--- src/rtl/grf_multiport.sv ---
// grf_multiport: parametrised MIPS general register file, NUM_RD combinational
//   read ports, one synchronous write port, optional write-to-read bypass and
//   hardwired-zero register 0. Synchronous active-low clear (clr).
// Ports: clk, clr (sync, active-low), we/waddr/wdata/wpc (write side),
//   raddr (packed NUM_RD*AW read indices), rdata (packed NUM_RD*DW read data).
// Config macro: GRF_TRACE_EN -- when defined, prints "@pc: $idx <= data" on
//   every committed write; otherwise wpc is unused and no trace is compiled.
module grf_multiport #(
   parameter int DW       = 32,
   parameter int DEPTH    = 32,
   parameter int AW       = 5,
   parameter int NUM_RD   = 2,
   parameter int BYPASS   = 1,
   parameter int ZERO_REG = 1
) (
   input  logic                 clk,
   input  logic                 clr,
   input  logic                 we,
   input  logic [AW-1:0]        waddr,
   input  logic [DW-1:0]        wdata,
   input  logic [31:0]          wpc,
   input  logic [NUM_RD*AW-1:0] raddr,
   output logic [NUM_RD*DW-1:0] rdata
);

   // Elaboration-time parameter sanity.
   if (AW != $clog2(DEPTH)) begin : g_bad_aw
      $error("grf_multiport: AW (%0d) must equal $clog2(DEPTH=%0d)", AW, DEPTH);
   end
   if (NUM_RD < 1 || NUM_RD > 4) begin : g_bad_nrd
      $error("grf_multiport: NUM_RD (%0d) must be in 1..4", NUM_RD);
   end

   logic [DW-1:0] regs_q [DEPTH];
   logic          wr_commit;
   logic          wr_to_zero;

   // A register-0 write is dropped when register 0 is hardwired.
   assign wr_to_zero = (ZERO_REG != 0) && (waddr == '0);
   assign wr_commit  = clr && we && !wr_to_zero;

   // Clear has priority over write; a write in a clear cycle is lost.
   always_ff @(posedge clk) begin
      if (!clr) begin
         for (int r = 0; r < DEPTH; r++) begin
            regs_q[r] <= '0;
         end
      end else if (wr_commit) begin
         regs_q[waddr] <= wdata;
      end
   end

   // Zero-register check wins over bypass, so a pending write to register 0
   // never leaks onto a read port. Bypass is suppressed while clr is low.
   always_comb begin
      rdata = '0;
      for (int p = 0; p < NUM_RD; p++) begin
         if ((ZERO_REG != 0) && (raddr[p*AW +: AW] == '0)) begin
            rdata[p*DW +: DW] = '0;
         end else if ((BYPASS != 0) && clr && we && (waddr == raddr[p*AW +: AW])) begin
            rdata[p*DW +: DW] = wdata;
         end else begin
            rdata[p*DW +: DW] = regs_q[raddr[p*AW +: AW]];
         end
      end
   end

`ifdef GRF_TRACE_EN
   always_ff @(posedge clk) begin
      if (wr_commit) begin
         $display("@%h: $%d <= %h", wpc, waddr, wdata);
      end
   end
`else
   logic unused_wpc;
   assign unused_wpc = ^wpc;
`endif

endmodule
--- config.mk ---
export PLATFORM = sky130hd
export DESIGN_NAME = grf_multiport
export DESIGN_NICKNAME = d
export VERILOG_FILES = /design/src/rtl/grf_multiport.sv
export SDC_FILE = /design/constraint.sdc
export NUM_CORES = 2
export LEC_CHECK = 0
export CAP_MARGIN = 10
export CORE_MARGIN = 3
export CORE_UTILIZATION = 45
export CTS_CLUSTER_DIAMETER = 120
export DETAILED_ROUTE_END_ITERATION = 12
export DONT_BUFFER_PORTS = 1
export GPL_ROUTABILITY_DRIVEN = 1
export REMOVE_ABC_BUFFERS = 1
export SLEW_MARGIN = 10
export SYNTH_ARGS = -nofsm -noshare
export SYNTH_HDL_FRONTEND = slang
export SYNTH_SLANG_ARGS = --single-unit
--- constraint.sdc ---
create_clock -name clk -period 8.3 [get_ports clk]
set_input_delay 0.83 -clock clk [delete_from_list [all_inputs] [get_ports clk]]
set_output_delay 0.83 -clock clk [all_outputs]
set_load 0.01 [all_outputs]
==> Word-level counts from Yosys, hierarchy flattened <==
Memories as Yosys holds them, arrays and structs flattened.
Cells that the tools add are included.
{ "word_totals": {"reg_bits": 0, "ram_bits": 1024, "input_bits": 82, "output_inout_bits": 64, "word_cells": 23, "memories": 1} }
{ "op_classes": {"eq_ne": 2, "muxes": 11, "reduce_logical": 9} }
{ "mem_list": {"columns": ["memory", "words", "word_bits", "rd", "rd_clocked_by_memory_dff", "write_ports", "line", "text"], "rows": [
  ["regs_q", 32, 32, 2, 0, 32, "34", "logic [DW-1:0] regs_q [DEPTH];"]
]} }
{ "op_table": {"columns": ["operator", "n"], "rows": [
  ["two-way mux 32 bit", 5],
  ["OR reduction 32 bit", 1],
  ["logical NOT 5 bit", 3],
  ["equality test 5 bit", 2],
  ["two-way mux 1 bit", 5],
  ["two-way mux 5 bit", 1],
  ["logical AND 1 bit", 4],
  ["logical NOT 1 bit", 1]
]} }

==> Depth between registers and ports, before layout <==
{ "depth": {"depth_word": 8, "mapped_depth": 10, "ltp_nobuf": 5} }

==> Worst setup path before layout <==
No wires, ideal clock.
{ "synth_path": {"path_type": "in2reg", "start": "input port waddr[3]", "end": "memory regs_q[10][0] (enable)", "setup_time_ns": 0.466, "arrival_time_ns": 4.032, "t_required_ns": 7.834, "path_slack_ns": 3.802, "cell_stages": 4, "path_buffers": 2, "cell_sequence": "clkbuf_1 -> or3b_2 -> clkbuf_1 -> o21ai_0"} }
{ "synth_rtl": {"columns": ["element", "line", "text"], "rows": [
  ["start, declared", "19", "input logic [AW-1:0] waddr,"],
  ["end, declared", "34", null]
]} }

==> Worst setup path in the final report <==
{ "layout_path": {"start": "input port raddr[0]", "end": "output port rdata[8]"} }
{ "layout_between": {"elab_chain_cells": 4, "word_cells_on_any_way": 6, "classes_between": "1 x eq/ne; 2 x mux; 2 x reduce/logical; 1 x memory"} }
{ "layout_lines": {"columns": ["element", "line", "text"], "rows": [
  ["start, declared", "22", "input logic [NUM_RD*AW-1:0] raddr,"],
  ["branches (longest 3 deep; another with memory (32 x 32 bit))", null, null],
  ["two-way mux 32 bit *", "58", "if ((ZERO_REG != 0) && (raddr[p*AW +: AW] == '0)) begin"],
  ["end, declared", "23", "output logic [NUM_RD*DW-1:0] rdata"]
]} }
Mark *: on every way between the ends.

==> flow_summary.toml <==
[synth]
synth.top_cell.area_share_pct = 55.9
synth-seq-cells = 1024
netlist_instances = 3764
synthTopCellsByArea = "edfxtp_1 56%, mux4_2 16%, and2_1 11%"
synth_seq_area_share_pct = 55.9
syn_area_per_cell_um2 = 14.6
yosys_most_used_dff = "edfxtp_1"
async_flop_share_pct = 0
ys_types = 53
synth-edff-count = 1024
netlist_area_mm2 = 0.0550
synth_warnings = 0
yosysTopAreaCell = "edfxtp_1"

[clock_network]
h-tree-depth = 3
root_buffer = "clkbuf_16"
holdBufCountCts = 0
max-clock-path-buffers = 3
cts_tree = "yes"
cts_made_buffers = 114
clk_pin_slew_ns = 0.06
ctsResizeCount = 0
post-cts-setup-buffer-count = 0
cts.sinks = 1024

[routing]
vias = 34900
avgRoutedWirePerCell_um = 35.8
vias_per_cell = 6.59
drtIter0Drc = 5461
routed_wl_um = 190000
first_pass_iters = 6
drc = 0
antenna_left = 0

[floorplan]
dieArea_mm2 = 0.126
die_width_um = 355
chipHeight_um = 355
core_area_mm2 = 0.121
rows = 127
start_util_pct = 45.6
pin_count = 146

[finish]
max_flop_register = "regs_q"
layout_commonest_cell = "edfxtp_1"
fillers = 10000
fin_cells = 5292
drive_above_1_share_pct = 20.2
largest_reg_flops = 1024
final_cell_mix = "1,024 x edfxtp_1, 995 x and2_1, 390 x mux4_2"
fin_nets = 3663
top_regs = "regs_q: 1024 flops"
area_growth_pct = 9.31

[sta]
relSlewSlack_pct = -58.3
period_share_pct = 62.5
tns_ns = 0
max_freq_mhz = 193
grt_setup_unrepaired = "false"
setup_viol = 0
hold_viol = 0
fin_crit_ns = 5.19
tightest_slew_ns = 2.37
drv_slew = 172

[grt]
grt_pass1_wl_um = 264000
grt_max_degree = 330
grt_usage_pct = 29.8
antenna_found_initial = 14
grt_pass1_vias = 34000
grt_overflow_total = 0

[power]
total_power_w = 0.0123
cellPowerDensity_mw_per_mm2 = 205
peakVddDrop_mv = 0.172
p_leak_nw = 20.5

[worst_setup_path]
cp-startpoint = "raddr[0]"
start_kind = "input port"
crit_path_end_kind = "primary output"
critPathKind = "in2out"
endpoint = "rdata[8]"
cp_max_fo = 321
crit_arrival_ns = 4.36
required_ns = 7.47

[placed_design]
globalplace.congestion = 0.809
placed_cells = 5076
hpwl_um = 97100
portBuffers = 0

[run]
max_cap_violations = 0

[status]
violations = "slew limit"
status = "complete, but fails checks"

[worst_hold_path]
min-delay-path-class = "in2reg"
## area by class of cell
type                            instances  area (µm²)  share of cell area [%]
Antenna cell                            4        10.0                  0.0167
Tap cell                             1612        2020                    3.36
Clock buffer                          146        2970                    4.95
Multi-Input combinational cell       2352       23000                    38.3
Clock inverter                         65         632                    1.05
Timing Repair Buffer                   87         673                    1.12
Sequential cell                      1024       30700                    51.2
Inverter                                2        7.51                  0.0125
## worst min path at each step
stage | start | end | slack [ns] | cells after the start
2_1_floorplan | wdata[0] | regs_q[10][0] | 1.03 | 1
4_1_cts | wdata[3] | regs_q[30][3] | 0.27 | 1
3_5_place_dp | wdata[14] | regs_q[28][14] | 1.03 | 1
6_report | wdata[17] | regs_q[30][17] | 0.31 | 1
5_1_grt | wdata[26] | regs_q[30][26] | 0.28 | 1
3_3_place_gp | wdata[31] | regs_q[29][31] | 1.03 | 1
## report_power, final
group          leakage [nW]  switching (W)  internal, W  total [W]
sequential             9.75       0.000138      0.00598    0.00612
clock                  1.75        0.00214      0.00286    0.00500
combinational          8.99       0.000626     0.000548    0.00117
## cell usage after synthesis (6+ instances only)
library cell	instances
and3_1	7
buf_6	22
buf_2	50
o22ai_1	37
o2111ai_1	14
o221ai_1	49
nor2_1	54
o221a_2	11
nand3b_1	6
a31oi_1	12
a2111oi_2	17
a22oi_1	94
nor2b_1	17
a211oi_1	13
buf_1	18
o211ai_1	6
clkbuf_1	293
mux2i_1	255
a21oi_1	80
a221o_1	7
buf_4	31
nand2_1	36
xor2_1	6
a2111oi_0	26
and2_1	996
nand3_1	25
o22a_1	12
mux4_2	390
a22o_1	63
o21ai_0	47
edfxtp_1	1024
## layer usage
layer | track usage (%) | up-vias | part of all wire [%] | routed length, µm
li1 | - | 14200 | - | -
met1 | 42.5 | 18100 | 39 | 74800
met4 | 11.4 | 0 | 3.7 | 7030
met3 | 5.31 | 359 | 11 | 20700
met5 | 0 | - | 0 | 0
met2 | 45.6 | 2182 | 46 | 87200
## cell families (layout without fill, tap and decap cells)
| kind of cell | Yosys count | count (layout) | share of synthesized area (%) |
|---|---|---|---|
| AND/OR/NAND/NOR | 1164 | 1164 | 12.8 |
| other | 1 | 36 | 0.00682 |
| flip-flops | 1024 | 1024 | 55.9 |
| AO/OA/AOI/OAI | 500 | 500 | 6.85 |
| multiplexers | 646 | 646 | 20.6 |
| buffers and inverters | 419 | 300 | 3.55 |
| XOR/XNOR | 10 | 10 | 0.159 |
## critical path, stage by stage
cell and delay (ns):
xor2_1 0.44, nor4_1 0.69, and3b_2 0.93, buf_4 0.50, a22o_1 0.40
## metrics by stage
step | instance area [µm²] | hold slack [ns] | worst slack, ns | util [%]
after floorplan | 53100 | 1.03 | 3.46 | -
after global placement | 56400 | 1.03 | 3.66 | 46.8
after detailed placement | 56400 | 1.03 | 3.66 | 46.8
after CTS | 60000 | 0.271 | 3.64 | 49.8
after global routing | 60100 | 0.278 | 3.32 | 49.8
final | 60100 | 0.306 | 3.11 | 49.8
Power figures use the tool's default switching activity.
